$ cat config.mk
export PLATFORM = sky130hd
export DESIGN_NAME = sha256_compress
export DESIGN_NICKNAME = d
export VERILOG_FILES = /design/src/rtl/sha256_compress.sv
export SDC_FILE = /design/constraint.sdc
export NUM_CORES = 2
export LEC_CHECK = 0
export ABC_CLOCK_PERIOD_IN_PS = 11000
export CAP_MARGIN = 20
export CELL_PAD_IN_SITES_DETAIL_PLACEMENT = 0
export CELL_PAD_IN_SITES_GLOBAL_PLACEMENT = 1
export CORE_ASPECT_RATIO = 1.1
export CORE_UTILIZATION = 31
export DETAILED_ROUTE_END_ITERATION = 6
export PLACE_DENSITY = 0.63
export SKIP_CTS_REPAIR_TIMING = 1
export SYNTH_ARGS = -nofsm -noshare
export SYNTH_HDL_FRONTEND = slang
export SYNTH_SLANG_ARGS = --single-unit
$ cat constraint.sdc
create_clock -name clk -period 11 [get_ports clk]
set_input_delay 2.2 -clock clk [delete_from_list [all_inputs] [get_ports clk]]
set_output_delay 2.2 -clock clk [all_outputs]
set_load 0.01 [all_outputs]
$ cat src/rtl/sha256_compress.sv
// SHA-256 block compression stage.
//
// Takes one 512-bit padded block (sixteen 32-bit big-endian words) per request.
// Expands the message schedule on the fly in a 16-word shift register.
// Runs the 64 compression rounds, then adds the result into the running hash H0..H7.
// The handshake reports progress through st_tra.
//
// Ports:
//   clk          rising-edge clock
//   rst_n        asynchronous active-low reset
//   tra_start    block request, any nonzero value means request; held until st_tra==3
//   w            block words, w[0] is the most significant word; sampled in LOAD only
//   FINISH_FLAG  last block of the message is complete; sampled in DONE only
//   st_tra       state code: 0 IDLE, 1 LOAD, 2 ROUND, 4 UPDATE, 3 DONE
//   digest       H0..H7, with H0 in bits [255:224]
//   digest_valid digest holds a finished message hash
//
// Build option:
//   SHA256_UNROLL2_EN  when defined, two rounds per cycle (32 ROUND cycles instead of 64)

module sha256_compress (
  input  logic               clk,
  input  logic               rst_n,
  input  logic [31:0]        tra_start,
  input  logic [0:15][31:0]  w,
  input  logic               FINISH_FLAG,
  output logic [31:0]        st_tra,
  output logic [255:0]       digest,
  output logic               digest_valid
);

  typedef logic [0:7][31:0] hash_t;

  // Encodings match the externally visible st_tra codes.
  typedef enum logic [2:0] {
    StIdle   = 3'd0,
    StLoad   = 3'd1,
    StRound  = 3'd2,
    StDone   = 3'd3,
    StUpdate = 3'd4
  } state_e;

  localparam hash_t IV = {32'h6a09e667, 32'hbb67ae85, 32'h3c6ef372, 32'ha54ff53a,
                          32'h510e527f, 32'h9b05688c, 32'h1f83d9ab, 32'h5be0cd19};

  localparam logic [31:0] K [64] = '{
    32'h428a2f98, 32'h71374491, 32'hb5c0fbcf, 32'he9b5dba5,
    32'h3956c25b, 32'h59f111f1, 32'h923f82a4, 32'hab1c5ed5,
    32'hd807aa98, 32'h12835b01, 32'h243185be, 32'h550c7dc3,
    32'h72be5d74, 32'h80deb1fe, 32'h9bdc06a7, 32'hc19bf174,
    32'he49b69c1, 32'hefbe4786, 32'h0fc19dc6, 32'h240ca1cc,
    32'h2de92c6f, 32'h4a7484aa, 32'h5cb0a9dc, 32'h76f988da,
    32'h983e5152, 32'ha831c66d, 32'hb00327c8, 32'hbf597fc7,
    32'hc6e00bf3, 32'hd5a79147, 32'h06ca6351, 32'h14292967,
    32'h27b70a85, 32'h2e1b2138, 32'h4d2c6dfc, 32'h53380d13,
    32'h650a7354, 32'h766a0abb, 32'h81c2c92e, 32'h92722c85,
    32'ha2bfe8a1, 32'ha81a664b, 32'hc24b8b70, 32'hc76c51a3,
    32'hd192e819, 32'hd6990624, 32'hf40e3585, 32'h106aa070,
    32'h19a4c116, 32'h1e376c08, 32'h2748774c, 32'h34b0bcb5,
    32'h391c0cb3, 32'h4ed8aa4a, 32'h5b9cca4f, 32'h682e6ff3,
    32'h748f82ee, 32'h78a5636f, 32'h84c87814, 32'h8cc70208,
    32'h90befffa, 32'ha4506ceb, 32'hbef9a3f7, 32'hc67178f2
  };

`ifdef SHA256_UNROLL2_EN
  localparam logic [5:0] TStep = 6'd2;
  localparam logic [5:0] TLast = 6'd62;
`else
  localparam logic [5:0] TStep = 6'd1;
  localparam logic [5:0] TLast = 6'd63;
`endif

  function automatic logic [31:0] rotr(input logic [31:0] x, input int unsigned n);
    return (x >> n) | (x << (32 - n));
  endfunction

  function automatic logic [31:0] bsig0(input logic [31:0] x);
    return rotr(x, 2) ^ rotr(x, 13) ^ rotr(x, 22);
  endfunction

  function automatic logic [31:0] bsig1(input logic [31:0] x);
    return rotr(x, 6) ^ rotr(x, 11) ^ rotr(x, 25);
  endfunction

  function automatic logic [31:0] ssig0(input logic [31:0] x);
    return rotr(x, 7) ^ rotr(x, 18) ^ (x >> 3);
  endfunction

  function automatic logic [31:0] ssig1(input logic [31:0] x);
    return rotr(x, 17) ^ rotr(x, 19) ^ (x >> 10);
  endfunction

  // One compression round on working vars s = {a,b,c,d,e,f,g,h}.
  function automatic hash_t round_fn(input hash_t s, input logic [31:0] k,
                                     input logic [31:0] wt);
    logic [31:0] t1;
    logic [31:0] t2;
    t1 = s[7] + bsig1(s[4]) + ((s[4] & s[5]) ^ (~s[4] & s[6])) + k + wt;
    t2 = bsig0(s[0]) + ((s[0] & s[1]) ^ (s[0] & s[2]) ^ (s[1] & s[2]));
    return {t1 + t2, s[0], s[1], s[2], s[3] + t1, s[4], s[5], s[6]};
  endfunction

  state_e              state_q;
  hash_t               h_q;
  hash_t               wv_q;
  logic [0:15][31:0]   sched_q;
  logic [5:0]          t_q;
  logic                init_pending_q;
  logic                digest_valid_q;

  hash_t               wv_next;
  logic [0:15][31:0]   sched_next;

  always_comb begin
    wv_next    = round_fn(wv_q, K[t_q], sched_q[0]);
`ifdef SHA256_UNROLL2_EN
    wv_next    = round_fn(wv_next, K[t_q + 6'd1], sched_q[1]);
    // W[t+16] and W[t+17]; the second needs only words already in the register.
    sched_next = {sched_q[2:15],
                  ssig1(sched_q[14]) + sched_q[9] + ssig0(sched_q[1]) + sched_q[0],
                  ssig1(sched_q[15]) + sched_q[10] + ssig0(sched_q[2]) + sched_q[1]};
`else
    sched_next = {sched_q[1:15],
                  ssig1(sched_q[14]) + sched_q[9] + ssig0(sched_q[1]) + sched_q[0]};
`endif
  end

  always_ff @(posedge clk or negedge rst_n) begin
    if (!rst_n) begin
      state_q        <= StIdle;
      h_q            <= IV;
      wv_q           <= '0;
      sched_q        <= '0;
      t_q            <= '0;
      init_pending_q <= 1'b1;
      digest_valid_q <= 1'b0;
    end else begin
      case (state_q)
        StIdle: begin
          if (tra_start != '0) state_q <= StLoad;
        end
        StLoad: begin
          sched_q <= w;
          // First block of a message starts from the IV; later blocks chain from H.
          if (init_pending_q) begin
            h_q            <= IV;
            wv_q           <= IV;
            init_pending_q <= 1'b0;
          end else begin
            wv_q <= h_q;
          end
          digest_valid_q <= 1'b0;
          t_q            <= '0;
          state_q        <= StRound;
        end
        StRound: begin
          wv_q    <= wv_next;
          sched_q <= sched_next;
          t_q     <= t_q + TStep;
          if (t_q == TLast) state_q <= StUpdate;
        end
        StUpdate: begin
          for (int i = 0; i < 8; i++) h_q[i] <= h_q[i] + wv_q[i];
          state_q <= StDone;
        end
        StDone: begin
          if (tra_start == '0) begin
            if (FINISH_FLAG) begin
              digest_valid_q <= 1'b1;
              init_pending_q <= 1'b1;
            end
            state_q <= StIdle;
          end
        end
        default: state_q <= StIdle;
      endcase
    end
  end

  assign st_tra       = {29'd0, state_q};
  assign digest       = h_q;
  assign digest_valid = digest_valid_q;

endmodule
==> results.py <==
metrics = {
    "outcome": {
        "outcome": "finished with violations",
        "violations": "design-rule violations",
    },
    "floorplan": {
        "core_area_sq_um": 231000,
        "start_util": 0.3118,
        "fp.dieH_microns": 507.5,
        "dieWidth_microns": 461.6,
        "rows": 185,
        "boundaryPins": 836,
        "die_area_sq_um": 234300,
    },
    "sta": {
        "min_period_over_period": 0.8606,
        "setup_tns_ps": 0,
        "min_period_ps": 9467,
        "fin_worst_skew_ps": 29.40,
        "setup_viol": 0,
        "max-slew-margin-rel": 0.1587,
        "worst_pin_slew_ps": 1262,
        "finalHoldViolCount": 0,
        "max_freq_ghz": 0.1056,
        "rsz0062_at_grt": "no",
        "hold_ws_ps": 531.2,
        "finalMaxSlewViolations": 0,
    },
    "power_and_ir_drop": {
        "power.total_mw": 8.867,
        "p_seq_frac": 0.430,
        "pwr-share-comb": 0.036,
        "ir_drop_v": 0.0001587,
        "switching_share": 0.2387,
        "p_leak_nw": 38.95,
        "p_int_mw": 6.750,
        "clock_power_share": 0.534,
        "cellPowerDensity_nw_per_um2": 101.4,
        "p_sw_mw": 2.117,
    },
    "worst_hold_path": {
        "min_path_cells": 1,
        "hp-class": "reg -> reg",
        "hold_end": "digest[0]",
        "holdCritStartpoint": "digest[0]",
    },
    "worst_setup_path": {
        "worstPathArrival_ps": 10160,
        "cp_max_fo": 25,
        "end_kind": "flip-flop",
        "r2r_setup_slack_ps": 1530,
        "timing.rr.end": "wv_next[220]",
        "ff2ff_path_depth": 38,
        "slowest_stage": "o21ai_0",
        "criticalPathCategory": "reg -> reg",
        "worstPathRequired_ps": 11700,
        "crit_start": "t_q[0]",
        "crit_path_frequent_cell": "fa_1",
        "max_stage_delay_ps": 650,
        "start_kind": "flip-flop",
        "r2r-start": "t_q[0]",
    },
    "cells_and_area": {
        "multi_input_area_sq_um": 42090,
        "finalNetCount": 10280,
        "syn2layout_area_growth_pct": 21.44,
        "seqCellArea_sq_um": 26080,
        "drive_gt1_frac": 0.05869,
        "fill_cells": 24030,
        "final_util": 0.3786,
    },
    "drt": {
        "drt-initial-drc-count": 6091,
        "antenna_left": 0,
        "post_drt_wl_per_cell_microns": 28.37,
        "firstDrtPassIters": 7,
        "routed_via_density": 5.436,
        "drc": 6,
        "routed_wl_microns": 350500,
        "via_count": 67160,
    },
    "global_routing": {
        "overflow": 0,
        "grt.total_usage": 0.2931,
        "grt_pass1_vias": 66000,
        "grt_pass1_wl_microns": 494600,
        "grt_max_degree": 271,
        "antenna_found_initial": 57,
    },
    "clock_network": {
        "cts_buffers": 135,
        "clk_root_buffer_cell": "clkbuf_16",
        "clkTransAtPathRegs_ps": 60,
        "tritoncts": "yes",
        "clk_path_buf_depth": 3,
        "clock_insertion_delay_worst_skew_ps": 830,
        "htree_levels": 4,
        "cts.sinks": 1035,
    },
    "job": {
        "max_cap_violations": 0,
    },
    "synthesis": {
        "yosysTopAreaCell": "dfrtp_1",
        "yosysSeqAreaShare": 0.3620,
        "synthArstFlopShare": 1.000,
        "synth_cell_types": 88,
        "yosysWarnings": 0,
        "synth_area_per_cell_sq_um": 8.298,
        "synth_flop_cell": "dfrtp_1",
        "synthCells": 8680,
        "ys_top_cells_by_area": "dfrtp_1, nand2_1, ha_1",
        "yosysTopAreaCellShare": 0.3120,
        "ys_ff_latch": 1035,
        "synth-edff-count": 0,
        "synthesis.area_sq_um": 72020,
    },
    "placed_design": {
        "gp_congestion": 0.9340,
        "detailed_place_hpwl_microns": 265800,
        "port_buffers": 806,
    },
}
==> power by group through the flow <==
stage                     registers (mW)  clock network, mW  logic, mW
after detailed placement            3.88                  0      0.325
after global routing                3.81               4.96      0.342
after floorplan                     3.88                  0     0.0145
after global placement              3.88                  0      0.327
after CTS                           3.81               4.84      0.326
final                               3.81               4.74      0.318
==> cell type report <==
type | instances | share of cell area
repair buffers | 915 | 0.1038
clock inverters | 49 | 0.008898
diodes | 18 | 0.0005150
multi-input cells | 6625 | 0.4812
flip-flops and latches | 1035 | 0.2982
well taps | 3085 | 0.04413
inverters | 431 | 0.01850
clock buffers | 197 | 0.04473
==> synthesized netlist by cell type, types with 122 or more instances <==
cell and n:
a21o_1 174, a21oi_1 535, a31oi_1 544, clkbuf_1 544, dfrtp_1 898, dfstp_2 137, fa_1 195, ha_1 393
inv_1 427, nand2_1 1508, nor2_1 922, nor3_1 168, o21ai_0 456, o31ai_1 122, xnor2_1 303, xor2_1 255
==> registers in the layout, summed over array words and instances, names as in the netlist <==
signal,count
sched_next,480
digest,256
wv_next,192
wv_q,64
sched_q,32
t_q,6
state_q,3
digest_valid,1
init_pending_q,1
==> worst max path at each step <==
stage          depth (start not counted)  slack (ps)      endpoint
2_1_floorplan                         34        2450  wv_next[220]
3_3_place_gp                          36        1650  wv_next[223]
3_5_place_dp                          38        1650  wv_next[220]
4_1_cts                               38        1620  wv_next[220]
5_1_grt                               38         870  wv_next[222]
6_report                              38        1530  wv_next[220]
==> logic make-up (layout without fill, tap and decap cells) <==
logic type,Yosys count,count (layout),synth area share
and+or+nand+nor,3051,3051,0.1768
AOI/OAI and AO/OA,2330,2330,0.2022
buffers and inverters,1048,1592,0.05616
DFF,1035,1035,0.3620
adders and majority gates,591,591,0.1229
xor gates and xnor gates,558,558,0.06786
muxes,66,66,0.01199
other,1,47,0.00005207
==> critical path, delay by kind of cell (launching register included) <==
| kind | cells | cell delay, ps |
|---|---|---|
| AOI/OAI and AO/OA | 15 | 3470 |
| adders and majority gates | 7 | 3070 |
| and+or+nand+nor | 11 | 1650 |
| buffers and inverters | 4 | 530 |
| DFF | 1 | 340 |
| xor gates and xnor gates | 1 | 270 |
==> cells in the final DEF (no fill, tap or decap), types with 39 or more instances in the layout <==
cell type        count
clkbuf_16          136
dfstp_2            136
o21ai_0            456
nand2_1           1505
mux2i_1             39
a31oi_1            544
o211ai_1            45
a21oi_1            535
a21o_1             174
nor2_1             917
nand2b_1            82
xnor2_1            303
nand3_1             97
o21a_1              64
fa_1               195
o31ai_1            122
clkdlybuf4s50_1    805
ha_1               393
and3_1              72
nor2b_1             58
a211oi_1            63
inv_1              427
buf_4               94
a22oi_1             51
dfrtp_1            895
o22ai_1             58
nor3_1             168
xor2_1             255
==> layer usage <==
metal	track usage	share of wire	up-vias	wire, microns
li1	-	-	30810	-
met2	0.4998	0.49	2366	170800
met5	0	0.0012	-	419
met3	0.04760	0.057	558	19960
met1	0.3651	0.41	33360	143200
met4	0.1212	0.046	68	16130
==> stage by stage <==
stage	setup WS (ps)	cells	cell area, sq um
2_1_floorplan	2449	8708	72130
3_3_place_gp	1647	12090	82730
3_5_place_dp	1646	12090	82730
4_1_cts	1617	12340	87420
5_1_grt	872.2	12350	87440
6_report	1533	12360	87470
(Power assumes the default switching activity.)
